### src/rtl/fetch_pkg.sv
// fetch_pkg: shared constants and the default prefetch-buffer entry type.
package fetch_pkg;
  localparam int unsigned PC_INC = 4;
  localparam int FETCH_ADDR_W = 32;
  localparam int FETCH_INST_W = 32;
  typedef struct packed {
    logic [FETCH_ADDR_W-1:0] pc;
    logic [FETCH_INST_W-1:0] inst;
  } fetch_entry_t;
endpackage

### src/rtl/fetch_fifo.sv
// fetch_fifo: synchronous DEPTH-entry FIFO with flush; push and pop may coincide even when full.
module fetch_fifo import fetch_pkg::*; #(
  parameter int DEPTH = 2,
  parameter type T = fetch_entry_t
) (
  input  logic                   clock,
  input  logic                   reset,
  input  logic                   flush,
  input  logic                   push,
  input  T                       din,
  input  logic                   pop,
  output T                       dout,
  output logic [$clog2(DEPTH):0] count,
  output logic                   empty
);
  localparam int AW = $clog2(DEPTH);
  localparam int CW = AW + 1;
  T mem [DEPTH];
  logic [AW-1:0] wr_ptr, rd_ptr;
  always_ff @(posedge clock) begin
    if (reset || flush) begin
      wr_ptr <= '0;
      rd_ptr <= '0;
      count  <= '0;
    end else begin
      if (push) wr_ptr <= wr_ptr + AW'(1);
      if (pop) rd_ptr <= rd_ptr + AW'(1);
      count <= count + CW'(push) - CW'(pop);
    end
  end
  always_ff @(posedge clock) begin
    if (push && !flush) mem[wr_ptr] <= din;
  end
  assign dout  = mem[rd_ptr];
  assign empty = count == '0;
endmodule

### src/rtl/fetch_unit.sv
// fetch_unit: instruction prefetcher with in-order response buffer and redirect discard.
// Define FETCH_ALIGN_CHK_EN to flag misaligned redirects and halt fetch until an aligned one.
module fetch_unit import fetch_pkg::*; #(
  parameter int ADDR_W = FETCH_ADDR_W,
  parameter int INST_W = FETCH_INST_W,
  parameter int DEPTH = 2,
  parameter logic [ADDR_W-1:0] RESET_PC = ADDR_W'(32'h0040_0000)
) (
  input  logic              clock,
  input  logic              reset,
  output logic              imem_req,
  output logic [ADDR_W-1:0] imem_addr,
  input  logic              imem_ready,
  input  logic              imem_rvalid,
  input  logic [INST_W-1:0] imem_rdata,
  output logic              inst_valid,
  input  logic              inst_ready,
  output logic [INST_W-1:0] inst_data,
  output logic [ADDR_W-1:0] inst_pc,
  input  logic              redirect_valid,
  input  logic [ADDR_W-1:0] redirect_pc,
  output logic              misalign_err
);
  localparam int CW = $clog2(DEPTH) + 1;
  typedef struct packed {
    logic [ADDR_W-1:0] pc;
    logic [INST_W-1:0] inst;
  } entry_t;
  entry_t head, push_entry;
  logic [ADDR_W-1:0] fetch_pc, resp_pc, target;
  logic [CW-1:0] count, inflight, discard;
  logic [CW:0] occupancy;
  logic empty, push, pop, fire, halted;
`ifdef FETCH_ALIGN_CHK_EN
  always_ff @(posedge clock) begin
    if (reset) misalign_err <= 1'b0;
    else if (redirect_valid) misalign_err <= |redirect_pc[1:0];
  end
  assign target = redirect_pc;
`else
  assign misalign_err = 1'b0;
  assign target = redirect_pc & ~ADDR_W'(3);
`endif
  assign halted = misalign_err;
  assign inst_valid = !empty && !redirect_valid && !reset;
  assign pop = inst_valid && inst_ready;
  // A pop this cycle frees a slot, which keeps one instruction per cycle with DEPTH=2.
  assign occupancy = {1'b0, count} + {1'b0, inflight} - (CW+1)'(pop);
  assign imem_req = occupancy < (CW+1)'(DEPTH) && !redirect_valid && !halted && !reset;
  assign fire = imem_req && imem_ready;
  assign push = imem_rvalid && !redirect_valid && discard == '0;
  assign push_entry = '{pc: resp_pc, inst: imem_rdata};
  assign imem_addr = fetch_pc;
  assign inst_pc = head.pc;
  assign inst_data = head.inst;
  always_ff @(posedge clock) begin
    if (reset) begin
      fetch_pc <= RESET_PC;
      resp_pc  <= RESET_PC;
      inflight <= '0;
      discard  <= '0;
    end else begin
      inflight <= inflight + CW'(fire) - CW'(imem_rvalid);
      fetch_pc <= redirect_valid ? target : fire ? fetch_pc + ADDR_W'(PC_INC) : fetch_pc;
      resp_pc  <= redirect_valid ? target : push ? resp_pc + ADDR_W'(PC_INC) : resp_pc;
      discard  <= redirect_valid ? inflight - CW'(imem_rvalid)
                : (imem_rvalid && discard != '0) ? discard - CW'(1) : discard;
    end
  end
  fetch_fifo #(.DEPTH(DEPTH), .T(entry_t)) u_fifo (
    .clock(clock),
    .reset(reset),
    .flush(redirect_valid),
    .push(push),
    .din(push_entry),
    .pop(pop),
    .dout(head),
    .count(count),
    .empty(empty)
  );
endmodule

### config.mk
export PLATFORM = sky130hd
export DESIGN_NAME = fetch_unit
export DESIGN_NICKNAME = d
export VERILOG_FILES = /design/src/rtl/fetch_pkg.sv /design/src/rtl/fetch_fifo.sv /design/src/rtl/fetch_unit.sv
export SDC_FILE = /design/constraint.sdc
export NUM_CORES = 1
export LEC_CHECK = 0
export ABC_AREA = 0
export CELL_PAD_IN_SITES_DETAIL_PLACEMENT = 1
export CELL_PAD_IN_SITES_GLOBAL_PLACEMENT = 1
export CORE_ASPECT_RATIO = 0.75
export CORE_MARGIN = 2
export CORE_UTILIZATION = 25
export CTS_BUF_LIST = sky130_fd_sc_hd__clkbuf_8
export CTS_CLUSTER_DIAMETER = 60
export CTS_CLUSTER_SIZE = 24
export DETAILED_ROUTE_END_ITERATION = 10
export PLACE_DENSITY_LB_ADDON = 0.15
export RECOVER_POWER = 100
export SLEW_MARGIN = 20
export SYNTH_ARGS = -nofsm -noshare
export SYNTH_HDL_FRONTEND = slang
export SYNTH_SLANG_ARGS = --single-unit
### constraint.sdc
create_clock -name clock -period 8.72 [get_ports clock]
set_input_delay 2.616 -clock clock [delete_from_list [all_inputs] [get_ports clock]]
set_output_delay 2.616 -clock clock [all_outputs]
set_load 0.03 [all_outputs]
==> impl_metrics.toml, run 1 <==
[run_status]
status = "finished, violations left"
violations = "max-capacitance violations, max-slew violations"

[critical_path]
required_ps = 6100
slowest_delay_ps = 550
crit_arrival_ps = 5360
start_kind = "primary input"
cp-end-kind = "primary output"
cp_slowest_cell = "dlygate4sd3_1"
path_delay_family = "buffers and inverters"
worst-path-buf-inv = 3
path_max_fanout = 4
path_cells = "dlygate4sd3_1 -> nor2_1 -> a21boi_0 -> and2_0 -> ha_1 -> inv_1 -> nand2_1 -> fa_1 -> xor2_1 -> and3_1 -> clkbuf_1"
worstSetupPathType = "primary input to primary output"

[logic_synthesis]
syn_avg_cell_area_um2 = 12.80
synth_warnings = 0
synth_edf_count = 124
syn_area_um2 = 8279
seq_area_frac_synth = 0.6166
ys.flop_type = "edfxtp_1"
yosys.cell_types.count = 57
ys_ff_latch = 193
async_flop_share = 0
synthCells = 647

[finish]
area_growth_pct = 29.44
drive_gt1_frac = 0.1252
layout_common_cells = "edfxtp_1 (124), dlygate4sd3_1 (121), dfxtp_1 (68), mux2_2 (59), clkdlybuf4s50_1 (39)"
final_common_cell = "edfxtp_1"
diodes = 0
fin_area_um2 = 10720
fin_nets = 882

[timing]
max_freq_ghz = 0.1254
setup_viol = 0
slew_headroom = -1.509
rsz0062_at_grt = "false"
hold-worst-slack_ps = 522.2
finalSetupTns_ps = 0
finalClockSkew_ps = 18.12
hold_viol = 0
slew_viol_final = 247
fin_crit_ps = 7975
period_share = 0.9146
tightest_slew_ps = 3764

[global_route]
antenna_found_initial = 0
grt_pass1_vias = 6165
grt-ovfl-total = 0
grt_pass1_wl_um = 37440
grt_max_degree = 63
track_usage = 0.1425

[flow_run]
cap_violations = 7

[pwr]
p_total_mw = 1.953
clockPowerShare = 0.322
p_sw_frac = 0.2740
comb_power_share = 0.134
power_frac_seq = 0.544
p_int_mw = 1.418
power_density_nw_per_um2 = 182.3
peakVddDrop_uv = 98.04
p_leak_nw = 3.609
p_switching_mw = 0.5352

[placed_design]
place_area_um2 = 10380
hpwl_um = 16960
place.port_buffers = 161
gp_congestion = 0.7641

[routing]
vias_per_cell = 4.593
wirelength_um = 24170
vias = 5774
drc_errors = 0
drt-initial-drc-count = 269
ant_nets = 0
wl_per_cell_um = 19.23
dr.pass1.iters = 4

[floorplanning]
die-area_um2 = 34600
core.rowCount = 57
coreArea_um2 = 32520
die_y_um = 161.6
start_util = 0.2546
boundaryPins = 169
fp.dieW_um = 214.1

[cts]
clock_sinks = 193
tritoncts = "built"
holdBufCountCts = 0
post_cts_buffers = 0
clk_latency_ps = 470
clk_pin_slew_worst_paths_ps = 100
cts_resized = 0
htree_levels = 4
cts-root-buf = "clkbuf_8"
cts_buffers = 17
cts_buffer_depth = 2

[min_path]
hold_class = "register to register"
final timing paths:
path / endpoint / cells past startpoint / start / slack (ps)
worst max-delay path: imem_req / 11 / reset / 750
worst max register to register: u_fifo.mem[0][47] / 5 / discard[0] / 3510
worst min-delay path: u_fifo.mem[0][55] / 0 / resp_pc[23] / 520
worst min register to register: u_fifo.mem[0][55] / 0 / resp_pc[23] / 520
cells in the mapped netlist (all sizes together) (2+ instances only):
| cell type | n | area (um^2) |
|---|---|---|
| edfxtp | 124 | 3724 |
| dfxtp | 69 | 1381 |
| mux2 | 64 | 720.7 |
| xor2 | 37 | 324.1 |
| nand2 | 36 | 135.1 |
| nor2 | 33 | 126.4 |
| nand4 | 29 | 187.7 |
| nand3 | 26 | 130.1 |
| clkbuf | 24 | 91.33 |
| a21oi | 19 | 98.85 |
| a21boi | 18 | 135.1 |
| inv | 18 | 67.56 |
| nor3 | 14 | 70.07 |
| xnor2 | 14 | 122.6 |
| a211oi | 13 | 97.59 |
| o21ai | 13 | 65.06 |
| buf | 12 | 75.07 |
| a31oi | 9 | 56.30 |
| ha | 9 | 112.6 |
| o21a | 9 | 67.56 |
| and3 | 7 | 43.79 |
| nor4 | 7 | 77.58 |
| mux2i | 6 | 60.06 |
| and2 | 5 | 31.28 |
| and4 | 4 | 35.03 |
| o22ai | 4 | 25.02 |
| or3 | 3 | 18.77 |
| a211o | 2 | 17.52 |
| a311oi | 2 | 17.52 |
metal layers:
layer	wire (um)	vias to the layer above	track usage
li1	-	2708	-
met4	316	0	0.03883
met5	0	-	0
met2	11220	132	0.2326
met3	1013	19	0.03315
met1	11630	2915	0.1901
layout make-up:
cell class | count | area (um^2)
fillers | 3533 | 21800
flip-flops and latches | 193 | 5106
multi-input cells | 404 | 2935
repair buffers | 168 | 1643
well taps | 442 | 553.0
clock buffers | 17 | 234.0
clock inverters | 15 | 177.7
inverters | 18 | 67.56
flip-flops by register name (all words and copies together) (netlist names), named ones only:
| register | flops |
|---|---|
| discard | 2 |
| imem_addr | 30 |
| u_fifo.mem | 124 |
| resp_pc | 30 |
| u_fifo.wr_ptr | 1 |
| u_fifo.count | 2 |
| u_fifo.rd_ptr | 1 |
| inflight | 2 |
per-stage QoR:
stage / setup WS (ps) / std cells / utilization
3_5_place_dp: 981.4 / 1225 / 0.3190
2_1_floorplan: 732.3 / 651 / -
5_1_grt: 448.9 / 1257 / 0.3295
4_1_cts: 955.6 / 1257 / 0.3317
6_report: 745.1 / 1257 / 0.3295
3_3_place_gp: 1028 / 1225 / 0.3190
worst reg2reg max path, cell delays in order, from the launching register on:
cell	delay, ps
dfxtp_1	340
inv_1	60
ha_1	260
nand2_1	230
nor3_1	1350
clkbuf_1	2410
power groups by stage:
| stage | Combinational, mW | Clock (mW) | Sequential, mW |
|---|---|---|---|
| after global routing | 0.284 | 0.692 | 1.07 |
| final | 0.262 | 0.629 | 1.06 |
| after floorplan | 0.147 | 0 | 1.09 |
| after CTS | 0.288 | 0.660 | 1.06 |
| after detailed placement | 0.286 | 0 | 1.08 |
| after global placement | 0.282 | 0 | 1.08 |
logic make-up (layout without fill, tap and decap cells):
kind of cell | after synthesis | count (layout) | share of synthesized area
DFF | 193 | 193 | 0.6166
xor gates and xnor gates | 51 | 51 | 0.05395
muxes | 70 | 70 | 0.09430
other | 1 | 5 | 0.0004529
and+or+nand+nor | 170 | 170 | 0.1109
adders and majority gates | 10 | 10 | 0.01602
buffers and inverters | 54 | 218 | 0.02826
AOI/OAI and AO/OA | 98 | 98 | 0.07949
Note: power is estimated with default switching activity, not from simulation.
==> run 2: changes to the inputs <==
Settings changed: SETUP_SLACK_MARGIN set to 0.05, SYNTH_HIERARCHICAL set to 1.
==> impl_metrics.toml, run 2 <==
[run_status]
status = "finished, violations left"
violations = "design-rule violations, max-capacitance violations, max-slew violations"

[pwr]
p_leak_nw = 3.765
peakVddDrop_uv = 80.77
power_density_nw_per_um2 = 182.4

[timing]
slew_viol_final = 264
hold_viol = 0
period_share = 0.9353
rsz0062_at_grt = "false"
setup_viol = 0
finalSetupTns_ps = 0
max_freq_ghz = 0.1226
slew_headroom = -1.774
finalClockSkew_ps = 13.78
hold-worst-slack_ps = 505.7
fin_crit_ps = 8156
tightest_slew_ps = 4161

[routing]
dr.pass1.iters = 7
wl_per_cell_um = 19.08
vias = 5922
vias_per_cell = 4.534
drc_errors = 22
ant_nets = 0
wirelength_um = 24920
drt-initial-drc-count = 297

[critical_path]
path_max_fanout = 5
setup.worst_path.start = "redirect_valid"
path_cells = "buf_2 -> or2_0 -> nor2_1 -> and2_0 -> ha_1 -> nand2b_1 -> fa_1 -> xor2_1 -> and3_1 -> dlygate4sd3_1"
start_kind = "primary input"
required_ps = 6100
cp-end-kind = "primary output"
r2r_start = "discard[0]"
cp_slowest_cell = "dlygate4sd3_1"
slowest_delay_ps = 750
crit_arrival_ps = 5540
worstSetupPathType = "primary input to primary output"

[finish]
final_common_cell = "edfxtp_1"
layout_common_cells = "edfxtp_1 (128), dlygate4sd3_1 (82), clkdlybuf4s50_1 (79), dfxtp_1 (69), nor2_1 (45)"
fin_nets = 916
area_growth_pct = 25.79
max_flop_register = "u_fifo/mem"
largest_reg_flops = 128
drive_gt1_frac = 0.07901

[logic_synthesis]
ys_ff_latch = 197
synth_area_leader_cell = "edfxtp_1"
synth_edf_count = 128
seq_area_frac_synth = 0.5884
syn_avg_cell_area_um2 = 13.21
synthCells = 672
yosys.cell_types.count = 66
async_flop_share = 0
syn_area_um2 = 8880
yosys-top-cells-area = "edfxtp_1 (43%), dfxtp_1 (16%), mux2_4 (10%)"
synth_xor_area_frac = 0.04791
synth_commonest_cells = "edfxtp_1 (128), dfxtp_1 (69), mux2_4 (60)"
yosysMostFrequentCell = "edfxtp_1"
synthMuxAreaShare = 0.1113
synth_warnings = 6
synthSimpleGateAreaFrac = 0.1167
synth_compound_gate_area_share = 0.08144
synth_top_family_by_area = "simple AND/OR/NAND/NOR gates"
synth.top_cell.area_share = 0.4329
synth_fa_ha_area_frac = 0.01634
ys.flop_type = "edfxtp_1"

[min_path]
hp-start = "resp_pc[26]"
hold_class = "register to register"

[cts]
clock_sinks = 197
clk_pin_slew_worst_paths_ps = 110
cts-root-buf = "clkbuf_8"
clk_latency_ps = 490
htree_levels = 4
cts_buffer_depth = 2
holdBufCountCts = 0
cts_resized = 0
cts_buffers = 17
post_cts_buffers = 0
tritoncts = "built"

[floorplanning]
coreArea_um2 = 34840
die_y_um = 167.2
fp.dieW_um = 221.6
core.rowCount = 59
start_util = 0.2548
boundaryPins = 169
die-area_um2 = 37060

[global_route]
antenna_found_initial = 0
grt_max_degree = 67
grt_pass1_wl_um = 37530
track_usage = 0.1346
grt-ovfl-total = 0
grt_pass1_vias = 5914

[placed_design]
place.port_buffers = 163
gp_congestion = 0.7613
hpwl_um = 17040

[flow_run]
cap_violations = 6
-- run 2: path summary, 6_finish.rpt --
kind	cells after the start	to	slack (ps)
worst max-delay path	10	imem_req	560
worst min-delay path	0	u_fifo/mem[0][58]	510
worst max register to register	7	u_fifo/mem[0][0]	3780
worst min register to register	0	u_fifo/mem[0][58]	510
-- run 2: per-layer routing --
layer	track usage	up-vias	wire, um
li1	-	2842	-
met1	0.2003	2914	13160
met2	0.1939	150	10220
met3	0.03685	16	1331
met4	0.02703	0	211
met5	0	-	0
-- run 2: logic make-up after synthesis --
family,count (synthesis)
other cells,1
simple gates,184
mux,68
flops,197
compound gates,109
buf+inv,55
xor+xnor,47
fa+ha+maj,11
-- run 2: power breakdown --
part           leakage [nW]  internal (mW)  total (mW)  switching (mW)
registers              1.74           1.03        1.07          0.0411
clock network         0.234          0.351       0.713           0.362
logic                  1.79          0.105       0.251           0.146
-- run 2: cell type report --
class | instances | area (um^2)
tap | 457 | 571.8
timing repair buffer | 170 | 1655
inverter | 23 | 86.33
sequential | 197 | 5225
fill | 3814 | 23670
antenna | 1 | 2.502
multi-input combinational | 426 | 3148
clock buffer | 17 | 234.0
clock inverter | 15 | 246.5
-- run 2: worst max-delay path: cells and delay by family --
family	cells	cell delay (ps)
xor+xnor	1	210
fa+ha+maj	2	670
buf+inv	2	850
simple gates	5	1200
-- run 2: metrics by stage --
stage / utilization / total power, mW / setup WS (ps) / cell area (um^2) / std cells
floorplan: - / 1.239 / 278.3 / 8907 / 678
global placement: 0.3135 / 1.361 / 761.5 / 10920 / 1273
detailed placement: 0.3135 / 1.364 / 744.4 / 10920 / 1273
CTS: 0.3272 / 2.087 / 722.3 / 11400 / 1305
global route: 0.3205 / 2.129 / 357.0 / 11170 / 1305
finish: 0.3206 / 2.037 / 564.0 / 11170 / 1306
==> run 3: changes to the inputs <==
Settings changed: CORE_MARGIN 2 to 3.
==> impl_metrics.toml, run 3 (synthesis gave the netlist of run 2 again) <==
[run_status]
violations = "max-capacitance violations, max-slew violations"
status = "finished, violations left"

[placed_design]
place_area_um2 = 10920
hpwl_um = 17040
place.port_buffers = 163
gp_congestion = 0.7467

[critical_path]
r2r-end = "u_fifo/mem[1][30]"
r2r_start = "discard[0]"
worstSetupEndpoint = "imem_req"
cp.depth = 10
worst-path-buf-inv = 2
required_ps = 6100
path_cells = "clkbuf_1 -> or2_0 -> nor2_1 -> and2_0 -> ha_1 -> nand2b_1 -> fa_1 -> xor2_1 -> and3_1 -> dlygate4sd3_1"
path_delay_family = "simple AND/OR/NAND/NOR gates"
crit_arrival_ps = 5530
reg2reg_slack_ps = 3740
reg2regPathDepth = 7
path_max_fanout = 5
slowest_delay_ps = 740
worstSetupPathType = "primary input to primary output"
cp-end-kind = "primary output"
cp_slowest_cell = "dlygate4sd3_1"
setup.worst_path.start = "reset"
start_kind = "primary input"

[finish]
fin_nets = 916
diodes = 0
layout_common_cells = "edfxtp_1 (128), dlygate4sd3_1 (105), dfxtp_1 (69), clkdlybuf4s50_1 (56), nor2_1 (45)"
utilization = 0.3198
max_flop_register = "u_fifo/mem"
fin_area_um2 = 11140
drive_gt1_frac = 0.1038
final_common_cell = "edfxtp_1"
largest_reg_flops = 128
area_growth_pct = 25.49

[cts]
clock_sinks = 197
clk_latency_ps = 480
cts_buffers = 17
tritoncts = "built"
clk_pin_slew_worst_paths_ps = 110
cts-root-buf = "clkbuf_8"
cts_buffer_depth = 2
post_cts_buffers = 0
holdBufCountCts = 0
htree_levels = 4
cts_resized = 0

[routing]
wl_per_cell_um = 19.04
wirelength_um = 24850
drc_errors = 0
drt-initial-drc-count = 373
vias_per_cell = 4.519
vias = 5897
dr.pass1.iters = 4
ant_nets = 0

[timing]
hold_viol = 0
finalClockSkew_ps = 28.40
finalSetupTns_ps = 0
setup_viol = 0
fin_crit_ps = 8149
slew_viol_final = 254
period_share = 0.9345
hold-worst-slack_ps = 522.1
slew_headroom = -1.694
rsz0062_at_grt = "false"
max_freq_ghz = 0.1227
tightest_slew_ps = 4041

[global_route]
grt_pass1_wl_um = 38710
grt-ovfl-total = 0
grt_pass1_vias = 6170
track_usage = 0.1333
antenna_found_initial = 0
grt_max_degree = 65

[pwr]
peakVddDrop_uv = 86.81
power_density_nw_per_um2 = 169.1
p_leak_nw = 3.805

[floorplanning]
coreArea_um2 = 34840
core.rowCount = 59
boundaryPins = 169
die_y_um = 169.2
fp.dieW_um = 223.6
die-area_um2 = 37840
start_util = 0.2548

[flow_run]
cap_violations = 5

[min_path]
hold_class = "register to register"
run 3: changes by cell type in the layout (fill, tap and decap cells not counted), sizes merged, moves of 3 or more:
| cell | before | now |
|---|---|---|
| clkinvlp | 3 | 0 |
| bufinv | 5 | 0 |
| clkinv | 1 | 9 |
| dlygate4sd3 | 82 | 105 |
| clkdlybuf4s50 | 79 | 56 |
run 3: power by group:
group	switching [mW]	total (mW)	internal (mW)
registers	0.0409	1.07	1.03
logic	0.146	0.252	0.106
clock network	0.353	0.558	0.206
total	0.540	1.88	1.34
run 3: how the worst min path moves through the flow:
| stage | depth (start not counted) | startpoint | end |
|---|---|---|---|
| 6_report | 0 | resp_pc[30] | u_fifo/mem[1][62] |
| 3_5_place_dp | 0 | resp_pc[26] | u_fifo/mem[0][58] |
| 4_1_cts | 0 | resp_pc[26] | u_fifo/mem[0][58] |
| 2_1_floorplan | 0 | resp_pc[7] | u_fifo/mem[0][39] |
| 5_1_grt | 0 | resp_pc[26] | u_fifo/mem[0][58] |
| 3_3_place_gp | 0 | resp_pc[26] | u_fifo/mem[0][58] |
run 3: cell type report:
| type | instances | area (um^2) |
|---|---|---|
| Tap cell | 457 | 571.8 |
| Clock buffer | 17 | 234.0 |
| Clock inverter | 15 | 125.1 |
| Inverter | 23 | 86.33 |
| Sequential cell | 197 | 5225 |
| Fill cell | 3823 | 23700 |
| Timing Repair Buffer | 170 | 1655 |
| Multi-Input combinational cell | 426 | 3246 |
run 3: stage by stage:
step                      cells  power, mW  setup WS (ps)
after detailed placement   1273      1.364          751.9
after floorplan             678      1.239          278.3
after global routing       1305      1.987          371.5
final                      1305      1.884          571.4
after global placement     1273      1.363          766.0
after CTS                  1305      1.937          732.9
run 3: routing by layer:
metal  track usage  vias up  wire length [um]
met3       0.02888        6              1178
met2        0.1952      134             10470
li1              -     2845                 -
met1        0.2028     2912             13080
met4       0.02501        0               112
met5             0        -                 0
